### src/rtl/serial_adder_pkg.sv
// Shared types and defaults for the bit-serial adder sequencer.
package serial_adder_pkg;

  localparam int unsigned DEFAULT_WIDTH = 8;

  typedef enum logic [1:0] {
    ST_IDLE = 2'd0,
    ST_CALC = 2'd1,
    ST_DONE = 2'd2
  } state_t;

endpackage

### src/rtl/full_adder1.sv
// Single-bit full adder cell, purely combinational.
module full_adder1 (
  input  logic Ai,
  input  logic Bi,
  input  logic Ci,
  output logic So,
  output logic Co
);

  assign So = Ai ^ Bi ^ Ci;
  assign Co = (Ai & Bi) | (Ci & (Ai ^ Bi));

endmodule

### src/rtl/serial_adder_ctrl.sv
// Bit-serial adder: time-shares one full adder across WIDTH bit positions,
// LSB first, with valid/ready handshakes on both sides.
module serial_adder_ctrl
  import serial_adder_pkg::*;
#(
  parameter int unsigned WIDTH = DEFAULT_WIDTH
) (
  input  logic             clk,
  input  logic             rst_n,
  input  logic             in_valid,
  output logic             in_ready,
  input  logic [WIDTH-1:0] a,
  input  logic [WIDTH-1:0] b,
  input  logic             cin,
  output logic             out_valid,
  input  logic             out_ready,
  output logic [WIDTH-1:0] sum,
  output logic             cout,
  output logic             busy
);

  localparam int unsigned CNT_W = $clog2(WIDTH + 1);

  state_t           state;
  state_t           state_next;
  logic [WIDTH-1:0] op_a;
  logic [WIDTH-1:0] op_b;
  logic [WIDTH-1:0] acc;
  logic [WIDTH-1:0] acc_shift;
  logic             carry;
  logic [CNT_W-1:0] cnt;
  logic             fa_so;
  logic             fa_co;
  logic             accept;

  full_adder1 u_full_adder1 (
    .Ai(op_a[0]),
    .Bi(op_b[0]),
    .Ci(carry),
    .So(fa_so),
    .Co(fa_co)
  );

  assign in_ready  = (state == ST_IDLE);
  assign out_valid = (state == ST_DONE);
  assign busy      = (state == ST_CALC) || (state == ST_DONE);
  assign sum       = acc;
  assign cout      = carry;
  assign accept    = in_valid && (state == ST_IDLE);

  // New sum bit enters at the MSB; written this way so WIDTH = 1 is legal.
  assign acc_shift = (acc >> 1) | (WIDTH'(fa_so) << (WIDTH - 1));

  always_comb begin
    state_next = state;
    case (state)
      ST_IDLE: if (in_valid)                    state_next = ST_CALC;
      ST_CALC: if (cnt == CNT_W'(WIDTH - 1))    state_next = ST_DONE;
      ST_DONE: if (out_ready)                   state_next = ST_IDLE;
      default:                                  state_next = ST_IDLE;
    endcase
  end

  always_ff @(posedge clk or negedge rst_n) begin
    if (!rst_n) begin
      state <= ST_IDLE;
      op_a  <= '0;
      op_b  <= '0;
      acc   <= '0;
      carry <= 1'b0;
      cnt   <= '0;
    end else begin
      state <= state_next;
      if (accept) begin
        op_a  <= a;
        op_b  <= b;
        carry <= cin;
        acc   <= '0;
        cnt   <= '0;
      end else if (state == ST_CALC) begin
        op_a  <= op_a >> 1;
        op_b  <= op_b >> 1;
        acc   <= acc_shift;
        carry <= fa_co;
        cnt   <= cnt + CNT_W'(1);
      end
    end
  end

endmodule
### config.mk
export PLATFORM = sky130hd
export DESIGN_NAME = serial_adder_ctrl
export DESIGN_NICKNAME = d
export VERILOG_FILES = /design/src/rtl/serial_adder_pkg.sv /design/src/rtl/full_adder1.sv /design/src/rtl/serial_adder_ctrl.sv
export SDC_FILE = /design/constraint.sdc
export NUM_CORES = 1
export LEC_CHECK = 0
export BUFFER_PORTS_ARGS = -buffer_cell sky130_fd_sc_hd__buf_2
export CORE_MARGIN = 1
export CORE_UTILIZATION = 56
export CTS_CLUSTER_SIZE = 20
export DETAILED_ROUTE_END_ITERATION = 7
export PLACE_DENSITY = 0.93
export SETUP_SLACK_MARGIN = 0.05
export SKIP_LAST_GASP = 1
export SLEW_MARGIN = 20
export SYNTH_ARGS = -nofsm -noshare
export SYNTH_HDL_FRONTEND = slang
export SYNTH_SLANG_ARGS = --single-unit
export TNS_END_PERCENT = 10
### constraint.sdc
create_clock -name clk -period 2.55 [get_ports clk]
set_clock_uncertainty 0.2 [all_clocks]
set_input_delay 0.51 -clock clk [delete_from_list [all_inputs] [get_ports clk]]
set_output_delay 0.51 -clock clk [all_outputs]
set_load 0.005 [all_outputs]
======== Word-level counts from Yosys, hierarchy flattened ========
Index checks and enable logic that the tools add are counted.
storage, ports and cells
  bits in latches ......................... 0
  RAM bits ................................ 0
  register bits ........................... 31
  memory bits (read-only) ................. 0
  logic and storage cells ................. 38
  input bits .............................. 21
  output and inout bits ................... 12
  memories kept ........................... 0
cells by class
  div/mod/pow operators ................... 0
  bitwise gates (word level) .............. 6
  magnitude comparators ................... 0
  reductions and logical operators ........ 5
  equality and inequality tests ........... 6
  $mul .................................... 0
  shifts and indexed selects .............. 0
  $add $sub $neg .......................... 1
  muxes and demuxes ....................... 14
operators by type and width
  operator                                                                 count
  8-bit 2-to-1 mux                                                         6
  4-bit 2-to-1 mux                                                         2
  7-bit by 8-bit OR with 8-bit output                                      1
  2-bit 2-to-1 mux                                                         3
  2-bit case mux with 3 select lines                                       1
  4-bit by 1-bit adder with 4-bit output, second input constant            1
  4-bit by 3-bit equality test with 1-bit output, second input constant    1
  2-bit inequality test, second input constant                             2
  3-bit AND reduction                                                      1
  1-bit AND                                                                2
  2-bit by 1-bit equality test with 1-bit output, second input constant    1
  2-bit equality test, second input constant                               1
  2-bit logical NOT                                                        1
  1-bit 2-to-1 mux                                                         2
  2-bit by 1-bit inequality test with 1-bit output, second input constant  1
  2-bit nonzero test                                                       1
  1-bit XOR                                                                2
  1-bit logical AND                                                        1
  1-bit logical OR                                                         1
  1-bit OR                                                                 1

======== Logic depth before layout (Yosys ltp) ========
  word-level depth ........................ 5
  gate-level depth with buffers ........... 7
  gate-level depth less buffers ........... 5

======== By module ========
Synthesis repeated with hierarchy kept, for this count alone.
second synthesis, totals
  cells, all modules ...................... 131
  area total of the unflattened synthesis .. 1442.6 um^2
by module, submodules not included
  module             cells each  times used  area an instance (um^2)  seq. area each (um^2)
  serial_adder_ctrl  130         1           1422.6                   775.7
  full_adder1        1           1           20.0                     0.0

======== Worst setup path before layout ========
OpenSTA, ideal clock, no wires.
  path kind ............................... reg-to-reg
  start point ............................. register state[0]
  end point ............................... register state[0]
  setup slack ............................. 0.831 ns
  setup time .............................. 0.125 ns
  period minus slack after synthesis ...... 1.719 ns
  arrival time ............................ 1.394 ns
  data required time ...................... 2.225 ns
  stages on the path, launching flop included .. 5
  path buffers ............................ 0
  cells stage by stage .................... dfrtp_1 -> inv_1 -> ha_1 -> a222oi_1 -> mux2_2
on the way
  cells in the longest elaborated chain, start to end .. 3
  elaborated cells on any way between the ends .. 8
  classes of those cells .................. eq/ne: 5; mux: 1; reduce/logical: 2
ends and longest elaborated chain
  element                                                     RTL line                 source
  from (decl)                                                 serial_adder_ctrl.sv:24  state_t state;
  from (signal assigned)                                      serial_adder_ctrl.sv:73  state <= state_next;
  2-bit equality test *                                       --
  net out_valid                                               serial_adder_ctrl.sv:15  output logic out_valid,
  2-bit by 1-bit inequality test with 1-bit output (no line)  --
  3-bit AND reduction (no line)                               --
Mark *: on every way through the listed nets, which the timed path passes. The rest lies on a longest branch.
A chain may end at the register's enable or synchronous reset.

======== Worst setup path in the final report ========
  start point ............................. register state[0]
  end point ............................... output port busy
on the way
  cells in the longest elaborated chain, start to end .. 2
  elaborated cells on any way between the ends .. 3
  classes of those cells .................. eq/ne: 2; reduce/logical: 1
ends and longest elaborated chain
  element                                                                                RTL line                 source
  2-bit by 1-bit equality test with 1-bit output or 2-bit equality test (tied branches)  serial_adder_ctrl.sv:46  assign busy = (state == ST_CALC) || (state == ST_DONE);
  1-bit logical OR *                                                                     serial_adder_ctrl.sv:46
  to (decl)                                                                              serial_adder_ctrl.sv:19  output logic busy
Mark *: on every way between the ends. The rest lies on a longest branch, timed or not.

==> run_results.csv <==
group,metric,value,unit
synth,synthDistinctLibCells,19,
floorplanning,num_rows,18,
floorplanning,dieArea,2780,µm²
synth,ys_warn_count,0,
placement,place_congestion,0.677,
clock_tree,cts_buffers,5,
pwr,p_sw,0.694,mW
sta,fin_setup_tns,0,ps
pwr,p_clk_frac,0.152,
pwr,combPwrFrac,0.409,
placement,portBuffers,32,
synth,synth_enable_flop_cells,0,
placement,dpl.hpwl,1630,µm
synth,syn_inst,131,
worst_setup_path,setup.worst_path.start_class,"flip-flop",
layout,drive_gt1_frac,0.262,
synth,avgSynthCellArea,11.0,µm²
synth,ys_ff_latch,31,
sta,min_period_over_period,0.754,
sta,finalHoldViolCount,0,
run_status,status,"finished clean",
clock_tree,clockBufferDepth,2,
route,drt_wl_total,2420,µm
route,routed.top_layer,"met4",
sta,timing.fmax,520,MHz
layout,n_antenna_cell,0,
worst_setup_path,crit_path_end_kind,"output port",
global_route,grt_pass1_vias,999,
floorplanning,core_area,2450,µm²
route,wl_met3,131,µm
sta,drv_slew,0,
clock_tree,clk_pin_slew,100,ps
route,viasPerCell,5.20,
route,final_antenna_net_count,0,
clock_tree,cts_resized,0,
worst_setup_path,cp_max_fo,4,
global_route,track_usage,0.219,
layout,nNetsFinal,191,
floorplanning,ioPinCount,33,
pwr,p_total,1.90,mW
route,drc,0,
route,drtIter0Drc,9,
synth,seq_area_frac_synth,0.539,
clock_tree,cts-root-buf,"clkbuf_4",
worst_setup_path,critical_path_arrival,1210,ps
floorplanning,start_util,0.587,
pwr,p_leak,0.845,nW
synth,synth_area,1440,µm²
pwr,vdd_drop_max,0.864,mV
clock_tree,post-cts-setup-buffer-count,0,
route,wl_met1,1030,µm
sta,rsz0062_at_grt,"false",
worst_setup_path,worstSetupPathType,"flip-flop to output port",
layout,syn_to_final_growth,16.1,%
route,num_vias,1009,
global_route,antenna_found_initial,0,
synth,ys_async_sr_fraction,1.00,
flow_run,drv_cap,0,
sta,worstMarginPinSlew,670,ps
floorplanning,die_y,52.7,µm
route,wl_met2,1240,µm
route,post_drt_wl_per_cell,12.5,µm
synth,syn_nets,158,
global_route,grt_pass1_wl,4170,µm
pwr,p_sw_frac,0.366,
worst_hold_path,hold_class,"primary input to async pin",
pwr,p_int,1.20,mW
pwr,power.density,1140,nW/µm²
sta,finalSetupViolCount,0,
worst_setup_path,worst_ep_required_time,1840,ps
clock_tree,tritoncts,"yes",
synth,dominantRegCellSynth,"dfrtp_1",
pwr,seq_power_share,0.439,
floorplanning,die_x,52.7,µm
clock_tree,clock_latency,330,ps
sta,fin_crit,1920,ps
global_route,overflow,0,
clock_tree,hold_buffers,0,
sta,max_slew_margin,0.553,
clock_tree,clock-sinks,31,
route,dr.pass1.iters,4,
global_route,grt_max_degree,47,
clock_tree,htreeDepth,2,
==> registers in the layout, summed over array words and instances (netlist names) <==
register  count
op_b          8
sum           8
state         2
op_a          8
cnt           4
cout          1
==> worst max-delay path, stage by stage (launching register included) <==
cell and delay (ps):
dfrtp_1 400, inv_1 80, ha_1 280, buf_2 120
==> cell type report <==
class | count | area, µm²
well taps | 30 | 37.5
flip-flops and latches | 31 | 776
repair buffers | 34 | 175
fillers | 195 | 783
inverters | 4 | 15.0
clock inverters | 1 | 5.00
clock buffers | 6 | 51.3
multi-input cells | 88 | 612
==> through the flow <==
step | util | instances | setup WS (ps) | cell area [µm²] | hold slack, ps
CTS | 0.681 | 194 | 618 | 1670 | 5.06
global route | 0.681 | 194 | 547 | 1670 | 35.1
detailed placement | 0.658 | 187 | 714 | 1620 | 305
finish | 0.681 | 194 | 629 | 1670 | 5.96
global placement | 0.658 | 187 | 832 | 1620 | 301
floorplan | - | 131 | 831 | 1440 | 14.4
==> synthesized netlist by cell type, drive strengths merged, types with 2 or more instances <==
library cell / count / area [µm²]
inv: 4 / 15.0
nand2b: 2 / 12.5
clkbuf: 4 / 15.0
nand2: 18 / 67.6
mux2i: 24 / 240
mux2: 2 / 22.5
nor2: 12 / 45.0
o21ai: 17 / 85.1
xor2: 2 / 17.5
dfrtp: 31 / 776
buf: 4 / 22.5
ha: 5 / 62.6
==> power by group through the flow <==
stage	clock, mW	sequential, mW	combinational, mW
final	0.288	0.834	0.776
after CTS	0.296	0.835	0.787
after global routing	0.317	0.865	0.886
after global placement	0	0.829	0.744
after detailed placement	0	0.845	0.781
after floorplan	0	0.818	0.606
==> kinds of logic (layout without fill, tap and decap cells) <==
group	after synthesis	after routing	synth area share
AND/OR/NAND/NOR	35	35	0.101
flip-flops	31	31	0.539
multiplexers	26	26	0.182
AO/OA/AOI/OAI	18	18	0.0660
buffers and inverters	12	45	0.0365
adder cells (fa/ha/maj)	6	6	0.0573
XOR/XNOR	3	3	0.0182
==> path summary, 6_finish.rpt <==
| check | depth (start not counted) | to | startpoint | slack [ps] |
|---|---|---|---|---|
| worst max-delay path | 3 | busy | state[0] | 630 |
| worst min-delay path | 1 | op_a[0] | rst_n | 6 |
| worst max register to register | 6 | cnt[3] | state[1] | 690 |
| worst min register to register | 2 | sum[0] | sum[0] | 320 |
| max in group asynchronous | 1 | op_a[4] | rst_n | 1710 |
| min in group clk | 3 | op_b[2] | b[2] | 170 |
==> metal layers <==
layer,up-vias,track usage
li1,501,-
met1,476,0.249
met2,28,0.367
met3,4,0.0899
met4,0,0.0789
met5,-,0
==> layout by cell type, fill, tap and decap left out, drive strengths merged <==
cell type / netlist / routed
buf: 4 / 34
dfrtp: 31 / 31
mux2i: 24 / 24
nand2: 18 / 18
o21ai: 17 / 17
nor2: 12 / 12
clkbuf: 4 / 6
ha: 5 / 5
inv: 4 / 4
xor2: 2 / 2
mux2: 2 / 2
nand2b: 2 / 2
and2: 1 / 1
nand4: 1 / 1
nand3b: 1 / 1
a222oi: 1 / 1
xnor2: 1 / 1
fa: 1 / 1
clkinv: 0 / 1
Note: power is estimated with default switching activity, not from simulation.
